[src/rtl/ps2_pkg.sv]
// ps2_pkg: shared types and constants for the PS/2 receiver.
// Holds the deframer state enum, frame geometry, scan codes and the key lookup.
package ps2_pkg;

  typedef enum logic [1:0] {
    IDLE   = 2'd0,
    DATA   = 2'd1,
    PARITY = 2'd2,
    STOP   = 2'd3
  } ps2_state_e;

  localparam int DATA_BITS  = 8;
  localparam int FRAME_BITS = 11;

  localparam logic [7:0] SC_EXT = 8'hE0;
  localparam logic [7:0] SC_BRK = 8'hF0;

  // Player 1 keys are plain codes, player 2 keys follow an E0 prefix
  localparam logic [7:0] SC_P1_UP    = 8'h1D;
  localparam logic [7:0] SC_P1_DOWN  = 8'h1B;
  localparam logic [7:0] SC_P1_LEFT  = 8'h1C;
  localparam logic [7:0] SC_P1_RIGHT = 8'h23;
  localparam logic [7:0] SC_P2_UP    = 8'h75;
  localparam logic [7:0] SC_P2_DOWN  = 8'h72;
  localparam logic [7:0] SC_P2_LEFT  = 8'h6B;
  localparam logic [7:0] SC_P2_RIGHT = 8'h74;

  // Bit positions of each held key inside the key level vector
  localparam int KEY_P1_UP    = 0;
  localparam int KEY_P1_DOWN  = 1;
  localparam int KEY_P1_LEFT  = 2;
  localparam int KEY_P1_RIGHT = 3;
  localparam int KEY_P2_UP    = 4;
  localparam int KEY_P2_DOWN  = 5;
  localparam int KEY_P2_LEFT  = 6;
  localparam int KEY_P2_RIGHT = 7;

  // Maps (ext, code) to {hit, key index}; hit=0 for unmapped codes
  function automatic logic [3:0] key_lookup(input logic ext, input logic [7:0] code);
    logic [3:0] res;
    res = 4'b0000;
    if (!ext) begin
      case (code)
        SC_P1_UP:    res = {1'b1, 3'(KEY_P1_UP)};
        SC_P1_DOWN:  res = {1'b1, 3'(KEY_P1_DOWN)};
        SC_P1_LEFT:  res = {1'b1, 3'(KEY_P1_LEFT)};
        SC_P1_RIGHT: res = {1'b1, 3'(KEY_P1_RIGHT)};
        default:     res = 4'b0000;
      endcase
    end else begin
      case (code)
        SC_P2_UP:    res = {1'b1, 3'(KEY_P2_UP)};
        SC_P2_DOWN:  res = {1'b1, 3'(KEY_P2_DOWN)};
        SC_P2_LEFT:  res = {1'b1, 3'(KEY_P2_LEFT)};
        SC_P2_RIGHT: res = {1'b1, 3'(KEY_P2_RIGHT)};
        default:     res = 4'b0000;
      endcase
    end
    return res;
  endfunction

endpackage

[src/rtl/ps2_clk_filter.sv]
// ps2_clk_filter: two-flop synchronizers on the PS/2 pins, a glitch filter on
// the clock line and a falling-edge detector on the filtered clock.
// fall pulses for one cycle; data_s is the synchronized data line.
module ps2_clk_filter
  import ps2_pkg::*;
#(
  parameter int FILTER_LEN = 8
) (
  input  logic clk,
  input  logic reset,
  input  logic ps2_clk,
  input  logic ps2_data,
  output logic fall,
  output logic data_s
);

  localparam int CNT_W = $clog2(FILTER_LEN + 1);
  localparam logic [CNT_W-1:0] CNT_LAST = CNT_W'(FILTER_LEN - 1);

  logic [1:0]       clk_sync_q;
  logic [1:0]       data_sync_q;
  logic             filt_q, filt_d;
  logic [CNT_W-1:0] cnt_q, cnt_d;
  logic             fall_q, fall_d;

  // Synchronizers; idle bus level is high so they reset to 1
  always_ff @(posedge clk or negedge reset) begin
    if (!reset) begin
      clk_sync_q  <= 2'b11;
      data_sync_q <= 2'b11;
    end else begin
      clk_sync_q  <= {clk_sync_q[0], ps2_clk};
      data_sync_q <= {data_sync_q[0], ps2_data};
    end
  end

  // Filter: flip only after FILTER_LEN consecutive samples disagree; any agreeing sample restarts the count
  always_comb begin
    filt_d = filt_q;
    cnt_d  = '0;
    fall_d = 1'b0;
    if (clk_sync_q[1] != filt_q) begin
      if (cnt_q == CNT_LAST) begin
        filt_d = clk_sync_q[1];
        fall_d = filt_q;
      end else begin
        cnt_d = cnt_q + 1'b1;
      end
    end
  end

  // Filter state and edge pulse register
  always_ff @(posedge clk or negedge reset) begin
    if (!reset) begin
      filt_q <= 1'b1;
      cnt_q  <= '0;
      fall_q <= 1'b0;
    end else begin
      filt_q <= filt_d;
      cnt_q  <= cnt_d;
      fall_q <= fall_d;
    end
  end

  assign fall   = fall_q;
  assign data_s = data_sync_q[1];

endmodule

[src/rtl/ps2_rx.sv]
// ps2_rx: PS/2 device-to-host receiver. Deframes 11-bit frames into bytes with
// valid/error strobes and a watchdog for stalled frames.
// Define PS2_KEYMAP_EN to compile in the make/break decoder for the eight
// paddle keys; without it the key outputs are tied to 0.
module ps2_rx
  import ps2_pkg::*;
#(
  parameter int FILTER_LEN     = 8,
  parameter int TIMEOUT_CYCLES = 200000
) (
  input  logic       clk,
  input  logic       reset,
  input  logic       ps2_clk,
  input  logic       ps2_data,
  output logic [7:0] rx_data,
  output logic       rx_valid,
  output logic       rx_err,
  output logic       p1_up,
  output logic       p1_down,
  output logic       p1_left,
  output logic       p1_right,
  output logic       p2_up,
  output logic       p2_down,
  output logic       p2_left,
  output logic       p2_right
);

  localparam int WD_W = $clog2(TIMEOUT_CYCLES + 1);
  localparam logic [WD_W-1:0] WD_LAST = WD_W'(TIMEOUT_CYCLES - 1);
  localparam logic [2:0] BIT_LAST = 3'(DATA_BITS - 1);

  logic fall;
  logic data_s;

  ps2_state_e      state_q, state_d;
  logic [2:0]      bit_cnt_q, bit_cnt_d;
  logic [7:0]      shift_q, shift_d;
  logic            parity_q, parity_d;
  logic [WD_W-1:0] wd_q, wd_d;
  logic [7:0]      rx_data_q, rx_data_d;
  logic            rx_valid_q, rx_valid_d;
  logic            rx_err_q, rx_err_d;
  logic [7:0]      key_lvl;

  ps2_clk_filter #(
    .FILTER_LEN(FILTER_LEN)
  ) u_filter (
    .clk      (clk),
    .reset    (reset),
    .ps2_clk  (ps2_clk),
    .ps2_data (ps2_data),
    .fall     (fall),
    .data_s   (data_s)
  );

  // Deframer next state, shift register, result strobes and watchdog
  always_comb begin
    state_d    = state_q;
    bit_cnt_d  = bit_cnt_q;
    shift_d    = shift_q;
    parity_d   = parity_q;
    wd_d       = wd_q;
    rx_data_d  = rx_data_q;
    rx_valid_d = 1'b0;
    rx_err_d   = 1'b0;

    case (state_q)
      IDLE: begin
        bit_cnt_d = '0;
        wd_d      = '0;
        // A falling edge with data high is not a start bit and is dropped
        if (fall && !data_s) begin
          state_d = DATA;
        end
      end
      DATA: begin
        if (fall) begin
          shift_d = {data_s, shift_q[7:1]};
          if (bit_cnt_q == BIT_LAST) begin
            bit_cnt_d = '0;
            state_d   = PARITY;
          end else begin
            bit_cnt_d = bit_cnt_q + 3'd1;
          end
        end
      end
      PARITY: begin
        if (fall) begin
          parity_d = data_s;
          state_d  = STOP;
        end
      end
      STOP: begin
        if (fall) begin
          if (data_s && (^{shift_q, parity_q})) begin
            rx_data_d  = shift_q;
            rx_valid_d = 1'b1;
          end else begin
            rx_err_d = 1'b1;
          end
          state_d = IDLE;
        end
      end
      default: begin
        state_d = IDLE;
      end
    endcase

    // Watchdog: an edge restarts it; running out abandons the frame
    if (state_q != IDLE) begin
      if (fall) begin
        wd_d = '0;
      end else if (wd_q == WD_LAST) begin
        wd_d       = '0;
        bit_cnt_d  = '0;
        state_d    = IDLE;
        rx_valid_d = 1'b0;
        rx_err_d   = 1'b1;
      end else begin
        wd_d = wd_q + 1'b1;
      end
    end
  end

  // Deframer registers
  always_ff @(posedge clk or negedge reset) begin
    if (!reset) begin
      state_q    <= IDLE;
      bit_cnt_q  <= '0;
      shift_q    <= '0;
      parity_q   <= 1'b0;
      wd_q       <= '0;
      rx_data_q  <= 8'h00;
      rx_valid_q <= 1'b0;
      rx_err_q   <= 1'b0;
    end else begin
      state_q    <= state_d;
      bit_cnt_q  <= bit_cnt_d;
      shift_q    <= shift_d;
      parity_q   <= parity_d;
      wd_q       <= wd_d;
      rx_data_q  <= rx_data_d;
      rx_valid_q <= rx_valid_d;
      rx_err_q   <= rx_err_d;
    end
  end

`ifdef PS2_KEYMAP_EN
  logic       ext_q, ext_d;
  logic       brk_q, brk_d;
  logic [7:0] keys_q, keys_d;
  logic [3:0] hit;

  // Scan-code decoder: prefixes arm ext/brk, any other byte consumes them
  always_comb begin
    ext_d  = ext_q;
    brk_d  = brk_q;
    keys_d = keys_q;
    hit    = key_lookup(ext_q, rx_data_q);
    if (rx_err_q) begin
      ext_d = 1'b0;
      brk_d = 1'b0;
    end else if (rx_valid_q) begin
      if (rx_data_q == SC_EXT) begin
        ext_d = 1'b1;
      end else if (rx_data_q == SC_BRK) begin
        brk_d = 1'b1;
      end else begin
        if (hit[3]) begin
          keys_d[hit[2:0]] = !brk_q;
        end
        ext_d = 1'b0;
        brk_d = 1'b0;
      end
    end
  end

  // Decoder registers
  always_ff @(posedge clk or negedge reset) begin
    if (!reset) begin
      ext_q  <= 1'b0;
      brk_q  <= 1'b0;
      keys_q <= '0;
    end else begin
      ext_q  <= ext_d;
      brk_q  <= brk_d;
      keys_q <= keys_d;
    end
  end

  assign key_lvl = keys_q;
`else
  assign key_lvl = '0;
`endif

  assign rx_data  = rx_data_q;
  assign rx_valid = rx_valid_q;
  assign rx_err   = rx_err_q;

  assign p1_up    = key_lvl[KEY_P1_UP];
  assign p1_down  = key_lvl[KEY_P1_DOWN];
  assign p1_left  = key_lvl[KEY_P1_LEFT];
  assign p1_right = key_lvl[KEY_P1_RIGHT];
  assign p2_up    = key_lvl[KEY_P2_UP];
  assign p2_down  = key_lvl[KEY_P2_DOWN];
  assign p2_left  = key_lvl[KEY_P2_LEFT];
  assign p2_right = key_lvl[KEY_P2_RIGHT];

endmodule

[config.mk]
export PLATFORM = sky130hd
export DESIGN_NAME = ps2_rx
export DESIGN_NICKNAME = d
export VERILOG_FILES = /design/src/rtl/ps2_pkg.sv /design/src/rtl/ps2_clk_filter.sv /design/src/rtl/ps2_rx.sv
export SDC_FILE = /design/constraint.sdc
export NUM_CORES = 1
export LEC_CHECK = 0
export ABC_CLOCK_PERIOD_IN_PS = 2390
export CELL_PAD_IN_SITES_DETAIL_PLACEMENT = 1
export CELL_PAD_IN_SITES_GLOBAL_PLACEMENT = 1
export CORE_MARGIN = 2
export CORE_UTILIZATION = 45
export CTS_CLUSTER_SIZE = 25
export DETAILED_ROUTE_END_ITERATION = 10
export PLACE_DENSITY = 0.82
export SYNTH_ARGS = -nofsm -noshare
export SYNTH_HDL_FRONTEND = slang
export SYNTH_HIERARCHICAL = 1
export SYNTH_SLANG_ARGS = --single-unit
[constraint.sdc]
create_clock -name clk -period 2.39 [get_ports clk]
set_input_delay 0.478 -clock clk [delete_from_list [all_inputs] [get_ports clk]]
set_output_delay 0.478 -clock clk [all_outputs]
set_load 0.02 [all_outputs]
# [Word-level counts from Yosys, hierarchy flattened]
# Cells that the tools add are included.
[word_totals] ff_bits=52 latch_bits=0 ramBits=0 romBits=0 inputBits=4 output_inout_bits=18 word_cells=69 n_memories=0
[op_classes] add_sub_neg=3 multipliers=0 n_div=0 magnitude_cmp=0 n_eq_ne=7 shifts=0 n_mux=35 n_bitwise=0 reduce_logical=11
[op_table] cell="two-way mux 18 bit" n=4
[op_table] cell="adder 18 x 1 -> 18 bit (second input constant)" n=1
[op_table] cell="equality test 18 bit (second input constant)" n=1
[op_table] cell="two-way mux 2 bit" n=8
[op_table] cell="two-way mux 3 bit" n=5
[op_table] cell="two-way mux 1 bit" n=14
[op_table] cell="parity 9 bit" n=1
[op_table] cell="two-way mux 4 bit" n=2
[op_table] cell="one-hot mux 2 bit (4 select lines)" n=1
[op_table] cell="one-hot mux 3 bit (2 select lines)" n=1
[op_table] cell="AND reduction 2 bit" n=3
[op_table] cell="adder 4 x 1 -> 4 bit (second input constant)" n=1
[op_table] cell="equality test 2 bit (second input constant)" n=2
[op_table] cell="equality test 4 x 3 -> 1 bit (second input constant)" n=1
[op_table] cell="nonzero test 2 bit" n=2
[op_table] cell="adder 3 x 1 -> 3 bit (second input constant)" n=1
[op_table] cell="equality test 3 bit (second input constant)" n=1
[op_table] cell="AND reduction 3 bit" n=1
[op_table] cell="equality test 2 x 1 -> 1 bit (second input constant)" n=1
[op_table] cell="logical AND 1 bit" n=2
[op_table] cell="zero test 2 bit" n=1
[op_table] cell="zero test 1 bit" n=1
[op_table] cell="inequality test 1 bit" n=1

# [Longest topological paths before layout]
# Gate-level depths: netlist (run 1).
[logic_depth] depth_word=8 ltp_mapped=6 mapped_depth_nobuf=5

# [Cells and area by module]
# Netlist (run 1), hierarchy kept.
[modules_own_cells] module="ps2_rx" instances=1 cells_each=189 area_per_inst_um2=2129.5 seq_area_each_um2=1051.0
[modules_own_cells] module="ps2_clk_filter" instances=1 cells_each=23 area_per_inst_um2=364.1 seq_area_each_um2=256.5

# [Worst setup path after synthesis (run 1)]
# OpenSTA, ideal clock, no wires.
[synth_path] path_kind="reg-to-reg" start="register shift_q[1]" end="register rx_data_q[0] (netlist: rx_data[0])" setup_time_ns=0.125 t_arrival_ns=1.684 required_ns=2.265 path_slack_ns=0.581 stages_incl_launch_ff=5 path_buffers=0 period_less_slack_ns=1.809 cell_sequence="dfrtp_1 -> xor2_1 -> xnor3_2 -> mux2i_4 -> mux2_2"
[synth_via] elab_chain_cells=3
[synth_lines] element="start, declared" line_no="ps2_rx.sv:37" source="logic [7:0] shift_q, shift_d;"
[synth_lines] element="start signal, assigned" line_no="ps2_rx.sv:139" source="shift_q <= shift_d;"
[synth_lines] element="parity 9 bit" line_no="ps2_rx.sv:95" source="if (data_s && (^{shift_q, parity_q})) begin"
[synth_lines] element="logical AND 1 bit" line_no="ps2_rx.sv:95"
[synth_lines] element="AND reduction 3 bit (no source line)"
[synth_lines] element="end signal, assigned" line_no="ps2_rx.sv:142" source="rx_data_q <= rx_data_d;"
[synth_lines] element="end, declared" line_no="ps2_rx.sv:40" source="logic [7:0] rx_data_q, rx_data_d;"
# Every way passes these cells.
# A chain may end at the register's enable or synchronous reset.

# [Worst setup path in the final report (run 1)]
[layout_path] start="register shift_q[1]" end="register rx_data_q[6] (netlist: rx_data[6])"
# Same word-level chain as after synthesis.

==> reports/metrics.csv, run 1 <==
metric,value,unit
io_pins,22,
tritoncts,yes,
cts-resized-gates,0,
core,5440,µm²
avgSynthCellArea,11.8,µm²
drv_slew,0,
track_usage,0.182,
antennaDiodeCount,0,
r2r-end,rx_data[6]$_DFFE_PN0P_,
dpl.cell_count,293,
dp_hpwl,3.46,mm
grt_most_used_layer,met2,
wl_per_cell,16.5,µm
hp-class,input pin to async pin,
end_kind,flip-flop,
grt_max_degree,28,
clock.fmax,508,MHz
final_cells,301,
r2r_cells,4,
nets,236,
synth_cell_types,46,
ys.flop_type,dfrtp_1,
path_max_fanout,9,
synth.area.top_cells,"dfrtp_1 47%, mux2_2 7.7%, dfstp_2 5.3%",
path_clk_slew,0.09,ns
die_area,6150,µm²
ys_ff_latch,52,
cp-start-kind,flip-flop,
drive_gt1_frac,0.170,
hold_viol,0,
clock_tree.buffer_depth,2,
drt_iter0_markers,96,
multi_input_area,1100,µm²
wl,4.96,mm
worst_slew_pin_slew,0.598,ns
drc,0,
synth_top_area_frac,0.472,
synth_top_area_cell,dfrtp_1,
grt_overflow,0,
timing_worst_setup_path_type,flip-flop to flip-flop,
die-width,78.4,µm
root_buffer,clkbuf_8,
fin_crit,1.97,ns
ys_seq_area_frac,0.524,
seqCellArea,1310,µm²
antenna_found_initial,0,
async_flop_share,1.00,
num_rows,27,
netlist_area,2490,µm²
h-tree-depth,2,
die-height,78.4,µm
vdd_ir_drop_max,0.464,mV
cts_made_buffers,5,
nFillCells,581,
rrSetupSlack,0.42,ns
cts.sinks,52,
rsz0062_at_grt,false,
fin_worst_skew,0.0106,ns
hold_ws,0.166,ns
synth_cells,212,
syn_to_final_growth,11.3,%
grt_util_met3,0.0391,
synth-warning-count,6,
required,2.59,ns
relSlewSlack,0.601,
portBuffers,13,
place_congestion,0.697,
grt_pass1_wl,8.68,mm
grt_pass1_vias,1758,
grt_use_met1,0.229,
use_met2,0.309,
vias,1659,
initial_utilization,0.458,
finalCritPeriodShare,0.824,
first_pass_iters,4,
cap_violations,0,
clk_latency,0.31,ns
postCtsHoldBufs,0,
setup-violations-final,0,
tns,0,ns
arrival,2.17,ns
ant_nets,0,
cts_setup_buffers,0,
route.detailed.vias_per_inst,5.51,
cellLeakagePower,1.26,nW
status,"finished, final reports clean",
synth_edf_count,0,
reg2reg_from,shift_q[1]$_DFFE_PN0P_,
power.density,662,nW/µm²
power,1.84,mW
## cells in the mapped netlist (all sizes together) (2+ instances only)
cell,count
xor2,10
nand4,9
nor3b,3
mux2i,2
nand2,8
nor2b,3
and4,3
buf,10
nand3b,2
dfstp,5
nor2,19
o21ai,5
nand3,6
and2,2
xnor2,5
or3,2
xnor3,2
o31ai,5
ha,4
mux2,18
or4,4
inv,7
a22o,2
nor4,2
dfrtp,47
a21oi,9
a22oi,2
clkbuf,4
## worst max-delay path by stage
stage	from	endpoint	slack [ns]
floorplan	shift_q[1]$_DFFE_PN0P_	rx_data[0]$_DFFE_PN0P_	0.58
global placement	shift_q[1]$_DFFE_PN0P_	rx_data[0]$_DFFE_PN0P_	0.48
detailed placement	shift_q[5]$_DFFE_PN0P_	rx_data[6]$_DFFE_PN0P_	0.42
CTS	shift_q[1]$_DFFE_PN0P_	rx_data[6]$_DFFE_PN0P_	0.40
global route	shift_q[7]$_DFFE_PN0P_	rx_data[6]$_DFFE_PN0P_	0.29
finish	shift_q[1]$_DFFE_PN0P_	rx_data[6]$_DFFE_PN0P_	0.42
## sequential cells by signal, indices dropped and copies added, names as in the netlist
signal	count
wd_q	18
rx_valid	1
bit_cnt_q	3
u_filter/data_sync_q	2
rx_err	1
u_filter/clk_sync_q	2
u_filter/cnt_q	4
state_q	2
shift_q	8
u_filter/filt_q	1
parity_q	1
u_filter/fall	1
rx_data	8
## per-stage QoR
stage / area, µm² / util / setup WS (ns)
finish: 2780 / 0.510 / 0.420
global placement: 2680 / 0.493 / 0.484
detailed placement: 2680 / 0.493 / 0.416
CTS: 2780 / 0.510 / 0.399
floorplan: 2520 / - / 0.581
global route: 2780 / 0.510 / 0.285
## placed cells by master, fill, tap and decap left out, drive strengths merged, types with 3 or more instances in the layout
cell	Yosys	layout
dfstp	5	5
o21ai	5	5
ha	4	4
nand2	8	8
clkbuf	4	7
mux2	18	18
nor2b	3	3
nor3b	3	3
nor2	19	19
a21oi	9	9
inv	7	7
clkdlybuf4s50	0	12
o31ai	5	5
and4	3	3
nand3	6	6
nand4	9	9
buf	10	4
or4	4	4
xnor2	5	5
conb	1	8
dfrtp	47	47
xor2	10	10
## worst max-delay path, cell delays in order, from the launching register on
cell and delay (ns):
dfrtp_1 0.43, xor2_1 0.17, xnor3_2 0.44, mux2i_4 0.42, mux2_2 0.39
## cell families after synthesis
| group | after synthesis | synth area share |
|---|---|---|
| and+or+nand+nor | 69 | 0.155 |
| xor gates and xnor gates | 18 | 0.0813 |
| AOI/OAI and AO/OA | 27 | 0.0763 |
| adders and majority gates | 4 | 0.0201 |
| DFF | 52 | 0.524 |
| other | 1 | 0.00150 |
| buffers and inverters | 21 | 0.0462 |
| muxes | 20 | 0.0958 |
## where the power goes
part / switching (mW) / internal, mW / total (mW)
clock network: 0.284 / 0.238 / 0.521
logic: 0.141 / 0.113 / 0.255
registers: 0.0849 / 0.976 / 1.06
## metal layers
layer | up-vias | share of wire
met5 | - | 0
met4 | 0 | 0.020
met3 | 9 | 0.026
met2 | 27 | 0.52
met1 | 845 | 0.44
li1 | 778 | -
## final cells by class
class	count	area share
multi-input combinational	146	0.395
tap	72	0.0324
clock buffer	7	0.0311
timing repair buffer	16	0.0577
clock inverter	1	0.00315
inverter	7	0.00946
sequential	52	0.471
Power figures use the tool's default switching activity.
==> inputs of run 2 (changes only) <==
- ABC_CLOCK_PERIOD_IN_PS: 2390 -> 1700
- CORE_UTILIZATION: 45 -> 41
- PLACE_DENSITY: 0.82 -> 0.79
- clock period: 2.39 -> 1.7 ns (I/O delays scaled with it)
==> run 2 against run 1 <==
  * The flow now finishes with violations (negative hold slack, negative setup slack)
  * Critical path depth is 1 higher
  * Sequential cell count stayed put
  * Non-clock buffer count is 28 higher
  * Worst hold slack worse by 0.17 ns
  * Die area is 9.2% higher
  * Critical path type unchanged
  * Largest power group unchanged
  * Highest routed layer unchanged
==> reports/metrics.csv, run 2 (synthesis results as in run 1) <==
metric,value,unit
use_met2,0.320,
syn_to_final_growth,23.0,%
wl_per_cell,16.0,µm
fin_worst_skew,0.00768,ns
largest_reg_flops,18,
setup-violations-final,8,
path_clk_slew,0.09,ns
first_pass_iters,4,
ant_nets,0,
grt_most_used_layer,met2,
power.density,908,nW/µm²
fin_util,0.521,
h-tree-depth,2,
cellLeakagePower,1.42,nW
initial_utilization,0.424,
drive_gt1_frac,0.288,
route.detailed.vias_per_inst,5.35,
antenna_found_initial,0,
relSlewSlack,0.663,
core,5890,µm²
drt_iter0_markers,87,
grt_overflow,0,
grt_util_met3,0.0242,
cp-start-kind,flip-flop,
post_dp_cell_area,2910,µm²
cts.sinks,52,
tritoncts,yes,
power,2.78,mW
dpl.cell_count,322,
grt_use_met1,0.213,
post-place-ws,-0.138,ns
wl,5.31,mm
place_congestion,0.768,
track_usage,0.175,
root_buffer,clkbuf_8,
drc,0,
fin_area,3070,µm²
worst_slew_pin_slew,0.506,ns
fin_ws,-0.148,ns
dp_hpwl,3.75,mm
num_rows,28,
hold_ws,-0.00138,ns
path_max_fanout,9,
grt_max_degree,23,
die-width,82.0,µm
grt_pass1_wl,9.02,mm
cts_made_buffers,5,
largest-register,wd_q,
status,finished with violations,
hp-class,input pin to async pin,
layout_common_cells,"47 x dfrtp_1, 28 x buf_4, 19 x nor2_1, 17 x mux2_2, 12 x clkdlybuf4s50_1",
die_area,6720,µm²
violations,"negative hold slack, negative setup slack",
clk_latency,0.30,ns
vias,1775,
final_common_cell,dfrtp_1,
nets,264,
portBuffers,13,
final_cells,332,
cap_violations,0,
hold_viol,5,
clock_tree.buffer_depth,2,
end_kind,flip-flop,
vdd_ir_drop_max,0.704,mV
arrival,2.03,ns
tns,-1.15,ns
antennaDiodeCount,0,
required,1.89,ns
finalCritPeriodShare,1.09,
nFillCells,626,
io_pins,22,
clock.fmax,541,MHz
timing_worst_setup_path_type,flip-flop to flip-flop,
rsz0062_at_grt,true,
fin_crit,1.85,ns
die-height,82.0,µm
drv_slew,0,
grt_pass1_vias,1891,
-- run 2: changes by cell type in the layout (fill, tap and decap cells not counted), sizes merged --
cell | previous run | this run
clkbuf | 7 | 6
bufinv | 0 | 1
buf | 4 | 32
-- run 2: timing repair --
action,in CTS,in global routing
buffers inserted,1,1
endpoints found under the setup margin,23,15
pin swaps,1,1
endpoints found under the hold margin,0,0
hold buffers,0,0
gates resized for setup,2,5
-- run 2: worst paths after layout --
kind | from | to | slack, ns | cells after the start
hold / removal | reset | wd_q[1]$_DFF_PN0_ | -0.001 | 1
max in group asynchronous | reset | bit_cnt_q[2]$_DFF_PN0_ | 1.19 | 2
setup reg to reg | shift_q[3]$_DFFE_PN0P_ | rx_data[6]$_DFFE_PN0P_ | -0.15 | 5
min in group clk | u_filter/clk_sync_q[0]$_DFF_PN1_ | u_filter/clk_sync_q[1]$_DFF_PN1_ | 0.36 | 0
hold reg to reg | u_filter/clk_sync_q[0]$_DFF_PN1_ | u_filter/clk_sync_q[1]$_DFF_PN1_ | 0.36 | 0
setup / recovery | shift_q[3]$_DFFE_PN0P_ | rx_data[6]$_DFFE_PN0P_ | -0.15 | 5
-- run 2: report_power, final --
| part | internal, mW | switching, mW |
|---|---|---|
| Combinational | 0.234 | 0.258 |
| Sequential | 1.37 | 0.0917 |
| Clock | 0.437 | 0.391 |
| Total | 2.04 | 0.741 |
-- run 2: layer usage --
layer  vias to the layer above  wire, µm
met2                        27      2810
met5                         -         0
met3                         8       106
met4                         0        76
met1                       908      2320
li1                        832         -
-- run 2: area by class of cell --
class	count	area [µm²]	share of cell area
clock buffer	6	72.6	0.0237
clock inverter	2	35.0	0.0114
inverter	7	26.3	0.00857
multi-input combinational	146	1140	0.370
sequential	52	1310	0.426
tap	75	93.8	0.0306
timing repair buffer	44	395	0.129
-- run 2: critical path: stages (launching register included) --
cell and delay (ns):
dfrtp_1 0.40, xnor2_1 0.17, xnor3_2 0.49, mux2i_4 0.21, buf_12 0.15, mux2_2 0.33
==> inputs of run 3 (changes only) <==
--- a/constraint.sdc
+++ b/constraint.sdc
@@ -3,2 +3,2 @@
 set_output_delay 0.34 -clock clk [all_outputs]
-set_load 0.02 [all_outputs]
+set_load 0.005 [all_outputs]
==> results of run 3 <==
The final DEF is identical to that of run 2. Status: finished with violations: negative hold slack, negative setup slack.
Among the figures that moved: total power 2.78 mW -> 2.77 mW
